--- config.mk ---
export PLATFORM = sky130hd
export DESIGN_NAME = bus_uart_tx
export DESIGN_NICKNAME = d
export VERILOG_FILES = /design/src/rtl/bus_uart_tx_pkg.sv /design/src/rtl/bus_uart_tx_sync_fifo.sv /design/src/rtl/bus_uart_tx.sv
export SDC_FILE = /design/constraint.sdc
export NUM_CORES = 1
export LEC_CHECK = 0
export ABC_AREA = 1
export CORE_MARGIN = 1.5
export CORE_UTILIZATION = 35
export CTS_CLUSTER_DIAMETER = 50
export DETAILED_ROUTE_END_ITERATION = 12
export PLACE_DENSITY = 0.61
export SETUP_SLACK_MARGIN = 0.4
export SLEW_MARGIN = 20
export SYNTH_ARGS = -nofsm -noshare
export SYNTH_HDL_FRONTEND = slang
export SYNTH_SLANG_ARGS = --single-unit
--- constraint.sdc ---
create_clock -name clk -period 2.45 [get_ports clk]
set_clock_uncertainty 0.1 [all_clocks]
set_input_delay 0.49 -clock clk [delete_from_list [all_inputs] [get_ports clk]]
set_output_delay 0.49 -clock clk [all_outputs]
set_load 0.05 [all_outputs]
--- src/rtl/bus_uart_tx_pkg.sv ---
// Shared definitions for the memory-mapped UART transmitter: FSM states,
// register offsets, control/status bit positions and the status word packer.
package bus_uart_tx_pkg;

  typedef enum logic [1:0] {
    ST_IDLE,
    ST_START,
    ST_DATA,
    ST_STOP
  } tx_state_e;

  localparam logic [23:0] REG_TXDATA = 24'd0;
  localparam logic [23:0] REG_STATUS = 24'd1;

  localparam int CTRL_WE = 0;
  localparam int CTRL_RE = 1;

  localparam int STAT_FULL  = 0;
  localparam int STAT_EMPTY = 1;
  localparam int STAT_BUSY  = 2;
  localparam int STAT_OVF   = 3;
  localparam int STAT_CLR   = STAT_OVF;

  // Count occupies bits [31:4]; callers zero-extend their FIFO count.
  function automatic logic [31:0] pack_status(input logic [27:0] count,
                                              input logic ovf,
                                              input logic busy,
                                              input logic empty,
                                              input logic full);
    return {count, ovf, busy, empty, full};
  endfunction

endpackage

--- src/rtl/bus_uart_tx_sync_fifo.sv ---
// Single-clock circular-buffer FIFO with occupancy count; push when full and
// pop when empty are ignored.
module sync_fifo #(
  parameter int WIDTH = 8,
  parameter int AW    = 3
) (
  input  logic             clk,
  input  logic             nreset,
  input  logic             push,
  input  logic             pop,
  input  logic [WIDTH-1:0] din,
  output logic [WIDTH-1:0] dout,
  output logic             full,
  output logic             empty,
  output logic [AW:0]      count
);

  localparam int DEPTH = 1 << AW;

  logic [WIDTH-1:0] mem [DEPTH];
  logic [AW-1:0]    wr_ptr;
  logic [AW-1:0]    rd_ptr;
  logic             do_push;
  logic             do_pop;

  assign full    = (count == (AW+1)'(DEPTH));
  assign empty   = (count == '0);
  assign do_push = push && !full;
  assign do_pop  = pop && !empty;
  assign dout    = mem[rd_ptr];

  // NOTE: the storage array is deliberately left without reset (pointers and
  // count define validity), and sequential state is always assigned with <=.
  always_ff @(posedge clk) begin
    if (do_push) mem[wr_ptr] <= din;
  end

  always_ff @(posedge clk or negedge nreset) begin
    if (!nreset) begin
      wr_ptr <= '0;
      rd_ptr <= '0;
      count  <= '0;
    end else begin
      if (do_push) wr_ptr <= wr_ptr + 1'b1;
      if (do_pop)  rd_ptr <= rd_ptr + 1'b1;
      case ({do_push, do_pop})
        2'b10:   count <= count + 1'b1;
        2'b01:   count <= count - 1'b1;
        default: count <= count;
      endcase
    end
  end

endmodule

--- src/rtl/bus_uart_tx.sv ---
// Memory-mapped 8N1 UART transmitter: stores to TXDATA feed a byte FIFO that a
// serialiser drains; STATUS is readable and its overflow flag is write-1-to-clear.
module bus_uart_tx
  import bus_uart_tx_pkg::*;
#(
  parameter logic [23:0] BASE_ADDR    = 24'hFFFF00,
  parameter int          CLKS_PER_BIT = 16,
  parameter int          FIFO_AW      = 3
) (
  input  logic        clk,
  input  logic        nreset,
  input  logic [23:0] address_bus,
  input  logic [31:0] wdata_bus,
  input  logic [1:0]  control_bus,
  output logic [31:0] rdata_bus,
  output logic        tx,
  output logic        tx_idle_irq
);

  localparam int BW = $clog2(CLKS_PER_BIT);
  localparam logic [BW-1:0] BAUD_LAST = BW'(CLKS_PER_BIT - 1);

  tx_state_e        state;
  logic [BW-1:0]    baud_cnt;
  logic [2:0]       bit_cnt;
  logic [7:0]       shift;
  logic             overflow;

  logic             we, re, sel_data, sel_stat;
  logic             fifo_push, fifo_pop, fifo_full, fifo_empty;
  logic [7:0]       fifo_dout;
  logic [FIFO_AW:0] fifo_count;
  logic             baud_end, busy;

  assign we       = control_bus[CTRL_WE];
  assign re       = control_bus[CTRL_RE];
  assign sel_data = (address_bus == BASE_ADDR + REG_TXDATA);
  assign sel_stat = (address_bus == BASE_ADDR + REG_STATUS);

  assign baud_end  = (baud_cnt == BAUD_LAST);
  assign busy      = (state != ST_IDLE);
  assign fifo_push = we && sel_data;
  // Pop only when a new frame starts: from idle, or back-to-back at stop end.
  assign fifo_pop  = !fifo_empty &&
                     ((state == ST_IDLE) || ((state == ST_STOP) && baud_end));

  sync_fifo #(.WIDTH(8), .AW(FIFO_AW)) u_fifo (
    .clk   (clk),
    .nreset(nreset),
    .push  (fifo_push),
    .pop   (fifo_pop),
    .din   (wdata_bus[7:0]),
    .dout  (fifo_dout),
    .full  (fifo_full),
    .empty (fifo_empty),
    .count (fifo_count)
  );

  always_ff @(posedge clk or negedge nreset) begin
    if (!nreset) begin
      overflow <= 1'b0;
    end else if (we && sel_data && fifo_full) begin
      overflow <= 1'b1;
    end else if (we && sel_stat && wdata_bus[STAT_CLR]) begin
      overflow <= 1'b0;
    end
  end

  always_ff @(posedge clk or negedge nreset) begin
    if (!nreset) begin
      state    <= ST_IDLE;
      baud_cnt <= '0;
      bit_cnt  <= '0;
      shift    <= '0;
      tx       <= 1'b1;
    end else begin
      case (state)
        ST_IDLE: begin
          tx <= 1'b1;
          if (fifo_pop) begin
            shift    <= fifo_dout;
            baud_cnt <= '0;
            tx       <= 1'b0;
            state    <= ST_START;
          end
        end
        ST_START: begin
          if (baud_end) begin
            baud_cnt <= '0;
            bit_cnt  <= '0;
            tx       <= shift[0];
            state    <= ST_DATA;
          end else begin
            baud_cnt <= baud_cnt + 1'b1;
          end
        end
        ST_DATA: begin
          if (baud_end) begin
            baud_cnt <= '0;
            if (bit_cnt == 3'd7) begin
              tx    <= 1'b1;
              state <= ST_STOP;
            end else begin
              shift   <= shift >> 1;
              tx      <= shift[1];
              bit_cnt <= bit_cnt + 1'b1;
            end
          end else begin
            baud_cnt <= baud_cnt + 1'b1;
          end
        end
        ST_STOP: begin
          if (baud_end) begin
            baud_cnt <= '0;
            if (fifo_pop) begin
              shift <= fifo_dout;
              tx    <= 1'b0;
              state <= ST_START;
            end else begin
              state <= ST_IDLE;
            end
          end else begin
            baud_cnt <= baud_cnt + 1'b1;
          end
        end
        default: begin
          tx    <= 1'b1;
          state <= ST_IDLE;
        end
      endcase
    end
  end

  assign tx_idle_irq = (state == ST_IDLE) && fifo_empty;
  assign rdata_bus   = (re && sel_stat)
                     ? pack_status(28'(fifo_count), overflow, busy, fifo_empty, fifo_full)
                     : 32'h0;

endmodule

### Word-level counts from Yosys, hierarchy flattened

Memory sizes are Yosys's and may differ from the RTL's.
Cells that the tools add are included.

| cells by class | value |
|---|---|
| equality and inequality tests | 17 |
| multiplexer cells | 32 |
| reductions and logical operators | 25 |
| add/sub/neg operators | 6 |

Operator list:

| kind | number |
|---|---|
| $eq 24x24->1 const B | 2 |
| $mux 8 | 5 |
| $pmux 8 s3 | 1 |
| $pmux 4 s2 | 2 |
| $reduce_and 4->1 | 3 |
| $mux 1 | 11 |
| $logic_and 1x1->1 | 10 |
| $mux 2 | 5 |
| $ne 2x2->1 const B | 5 |
| $add 3x1->3 const B | 3 |
| $mux 3 | 3 |
| $add 4x1->4 const B | 2 |
| $eq 4x4->1 const B | 2 |
| $mux 4 | 2 |
| $pmux 2 s4 | 1 |
| $reduce_bool 2->1 | 4 |
| $eq 2x2->1 const B | 3 |
| $pmux 3 s2 | 1 |
| $reduce_and 5->1 | 1 |
| $eq 2x1->1 const B | 2 |
| $logic_not 4->1 | 1 |
| $ne 2x1->1 const B | 2 |
| $pmux 1 s4 | 1 |
| $sub 4x1->4 const B | 1 |
| 6 further kinds | 7 |

| storage, ports and cells | value |
|---|---|
| output and inout bits | 34 |
| memory bits (writable) | 64 |
| input bits | 60 |
| flip-flop bits (word level) | 29 |
| memories kept | 1 |

Memories:

| memory | depth | bits a word | rd ports | clocked after Yosys merged registers in | write ports | line | source |
|---|---|---|---|---|---|---|---|
| u_fifo.mem | 8 | 8 | 1 | 0 | 1 | bus_uart_tx_sync_fifo.sv:20 | `logic [WIDTH-1:0] mem [DEPTH];` |

### Logic depth before layout (Yosys ltp)

| depth | value |
|---|---|
| word-level depth | 7 |
| gate-level depth with buffers | 14 |

### Cells and area by module

Synthesis repeated with hierarchy kept, for this count alone.

| second synthesis, totals | value |
|---|---|
| cell total of the unflattened synthesis | 598 |
| area total of the unflattened synthesis | 5,009.8 µm² |

By module, submodules not included:

| module | cells each | area each (µm²) | times used | sequential area each (µm²) |
|---|---|---|---|---|
| sync_fifo | 357 | 3,399.5 | 1 | 2,172.1 |
| bus_uart_tx | 241 | 1,610.3 | 1 | 476.7 |

### Least setup slack after synthesis

No wires, ideal clock.

| timing path | value |
|---|---|
| kind | input to output |
| start point | input port address_bus[5] |
| end point | output port rdata_bus[0] |
| stages | 5 |
| required time | 1,860 ps |
| arrival time | 2,150 ps |
| setup slack | -290 ps |
| cell sequence | nor2_1 > nand3_1 > nor3_1 > nand3_1 > nor3_1 |

| on the way | value |
|---|---|
| word-level cells in the longest chain between the ends | 3 |

Ends and longest elaborated chain:

| element | line | source |
|---|---|---|
| start, declared | bus_uart_tx.sv:12 | `input logic [23:0] address_bus,` |
| $eq 24x24->1 | bus_uart_tx.sv:38 | `assign sel_stat = (address_bus == BASE_ADDR + REG_STATUS);` |
| $logic_and 1x1->1 | bus_uart_tx.sv:135 | `assign rdata_bus = (re && sel_stat)` |
| $mux 8 | bus_uart_tx.sv:136 | `? pack_status(28'(fifo_count), overflow, busy, fifo_empty, fifo_full)` |
| end, declared | bus_uart_tx.sv:15 | `output logic [31:0] rdata_bus,` |

No other way between the ends.

### Final worst setup path

| timing path | value |
|---|---|
| start point | input port address_bus[13] |
| end point | output port rdata_bus[2] |

Same word-level chain as after synthesis.

==> metrics.md <==
| Metric | Value |
|---|---|
| Sink Count | `93` |
| Mapped Avg Cell Area | `~9.5 um^2` |
| Outcome | `finished, final reports clean` |
| CTS tree | `yes` |
| CTS clk-pin slew, worst paths | `0.06 ns` |
| Power Total | `3.26 mW` |
| Leak | `2.65 nW` |
| Register share of total power | `51.5%` |
| Slew Limit Fails | `0` |
| Dpl hpwl | `around 6500 um` |
| Routed wire per std cell | `13.7 um` |
| Period Utilization, post-route | `88.4%` |
| Row count | `41` |
| Largest net degree at the start of global routing | `34` |
| CTS Buffer Depth | `2` |
| Hold_buf cts | `0` |
| ANT cells | `0` |
| Avg Vias per Cell | `4.64` |
| ANT nets after route | `0` |
| Fmax | `462 MHz` |
| Sw frac | `between 20 and 25%` |
| Clock insertion delay at the later pin of the skew report | `~0.34 ns` |
| DRT Wirelength | `about 10000 um` |
| Worst setup EP type | `output pin` |
| Post-synth top area share | `roughly 42%` |
| Worst-path fanout max | `6` |
| Via count | `3482` |
| Worst rel slew slack | `58.9%` |
| P per Cell Area | `517 mW/mm^2` |
| GRT Residual Overflow | `0` |
| Core Box Area | `0.0128 mm^2` |
| RSZ-0062 raised after global routing | `true` |
| Root buffer cell | `clkbuf_16` |
| Most frequent CP cell | `buf_12` |
| Ys async rst share | `31.2%` |
| Synth unique cells | `34` |
| P_sw | `between 0.7 and 0.8 mW` |
| Synthesized netlist cell count | `487` |
| P&R area growth vs syn | `36.5%` |
| Worst VDD drop | `0.000284 V` |
| Number of register bits inferred by synthesis | `between 90 and 100` |
| P_int | `about 2.5 mW` |
| CP Cell Sequence | `buf_6 -> nand2_2 -> nor2_1 -> nand2_1 -> nor2_4 -> buf_12 -> nand3_4 -> buf_12 -> nor2_4 -> buf_12` |
| H-tree depth | `3` |
| Ranking of synthesized cells by area | `edfxtp_1, dfrtp_1, nand2_1` |
| Logic pwr share | `5.7%` |
| DRC Markers | `0` |
| Die Span Y | `between 100 and 150 um` |
| Total Routing Usage GR | `15.2%` |
| Worst Setup Slack post-DPL | `-0.255 ns` |
| Layout Cells excl Fill | `751` |
| Yosys Warn Count | `0` |
| Hold Violations, Final | `0` |
| CTS buffer count | `9` |
| Top FF cell, synth | `edfxtp_1` |
| Netlist Area Pre-Place | `0.00463 mm^2` |
| WP data arrival | `1.58 ns` |
| Vias in the first global route | `3519` |
| # nets final | `649` |
| Share of cells above drive strength 1 | `roughly 28%` |
| Die X-Extent | `118 um` |
| EDFF count, synth | `64` |
| Area leader, netlist | `edfxtp_1` |
| Worst Path Required | `about 1.9 ns` |
| Number of antenna violations at the first check in global routing | `0` |
| CP Class | `in2out` |
| Crit start category | `input pin` |
| Setup ws final | `between 0.2 and 0.3 ns` |
| # IOs | `94` |
| Max-cap viol count | `0` |
| Buffers on Ports | `45` |
| DRT iter0 DRCs | `262` |
| First-pass GRT wire length | `approximately 17000 um` |
| GP Congestion | `0.726` |
| Die area | `roughly 0.014 mm^2` |
| Crit path time final | `approximately 2.2 ns` |
| Seq/Total Area, Yosys | `57.3%` |
| HP Class | `reg2reg` |
| Cell count after placement | `slightly above 700` |
| Slew of the pin with the lowest slew margin | `0.616 ns` |
| Final setup fails | `0` |
| Clk pwr share | `42.8%` |
| Setup_tns | `0 ns` |
| Max incr delay on CP | `0.17 ns` |
| Slowest stage cell on the critical path | `buf_12` |
| First-pass DRT Iterations | `4` |
| Initial Util | `36.2%` |
## flip-flops by register name, indices dropped and copies added (netlist names)
name,flops
tx,1
u_fifo.count,4
bit_cnt,3
state,2
u_fifo.rd_ptr,3
baud_cnt,4
shift,8
overflow,1
u_fifo.wr_ptr,3
u_fifo.mem,64
## worst max-delay path: cells and delay by family
kind	cells	cell delay [ns]
simple gates	6	0.59
buf+inv	4	0.49
## cells in the mapped netlist, types with 2 or more instances
cell type	n
inv_1	32
ha_1	14
a21oi_1	13
buf_2	11
nor3_1	2
nand3_2	3
inv_2	6
or2_2	6
xor2_1	3
buf_4	26
o21ai_0	15
nand3b_1	2
dfrtp_1	28
nand4_1	2
nand2_4	3
nand2_1	140
edfxtp_1	64
o21ai_1	10
nand3_1	48
nand2_2	2
nor2_1	44
## per-layer routing
layer | GRT usage (%) | vias up | wire (um)
li1 | - | 1733 | -
met1 | 18.0 | 1640 | 4370
met2 | 26.8 | 97 | 5350
met3 | 3.34 | 12 | 426
met4 | 6.10 | 0 | 134
met5 | 0 | - | 0
## what timing repair did
action,CTS,global route
setup endpoints to repair,77,84
setup buffers,11,7
gates resized for setup,114,59
pin swaps,34,12
## logic make-up after synthesis
| kind of cell | share of synthesized area [%] |
|---|---|
| adders and majority gates | 4.22 |
| xor gates and xnor gates | 0.758 |
| other | 0.0811 |
| AOI/OAI and AO/OA | 4.95 |
| DFF | 57.3 |
| and+or+nand+nor | 24.0 |
| buffers and inverters | 8.68 |
## power groups by stage
stage	sequential [mW]	clock [mW]	combinational, mW
global placement	1.71	0	0.174
finish	1.68	1.40	0.186
detailed placement	1.71	0	0.176
CTS	1.68	1.42	0.169
global route	1.68	1.50	0.197
floorplan	1.72	0	0.119
## per-stage QoR
stage,util (%),hold slack (ns),instance area (um^2)
finish,49.4,0.371,6320
global route,49.4,0.408,6320
floorplan,-,0.0944,4890
CTS,46.9,0.380,5990
global placement,44.0,0.353,5620
detailed placement,44.0,0.360,5620
## layout by cell type (no fill, tap or decap), types with 9 or more instances in the layout
cell type        count
a21oi_1             11
buf_12              11
buf_4               25
buf_6               29
clkbuf_16            9
clkdlybuf4s50_1     10
conb_1              24
dfrtp_1             27
edfxtp_1            64
ha_1                 9
inv_1               27
nand2_1            134
nand3_1             46
nor2_1              25
nor2_4              21
o21ai_0             13
o21ai_1             12
## final timing paths
check / start / to / slack, ns / depth (start not counted)
max in group asynchronous: nreset / tx / 1.46 / 2
setup reg to reg: u_fifo.count[0] / u_fifo.count[3] / 0.31 / 12
hold reg to reg: tx / tx / 0.37 / 2
min in group asynchronous: nreset / bit_cnt[1] / 0.46 / 2
setup / recovery: address_bus[13] / rdata_bus[2] / 0.28 / 10
hold / removal: tx / tx / 0.37 / 2
## final cells by class
type / count / area (um^2)
clock buffers: 9 / 225
multi-input cells: 340 / 1990
fillers: 1123 / 6460
clock inverters: 7 / 71.3
repair buffers: 90 / 997
inverters: 40 / 169
well taps: 172 / 215
flip-flops and latches: 93 / 2650
No activity file was read; power rests on OpenSTA's default activity.
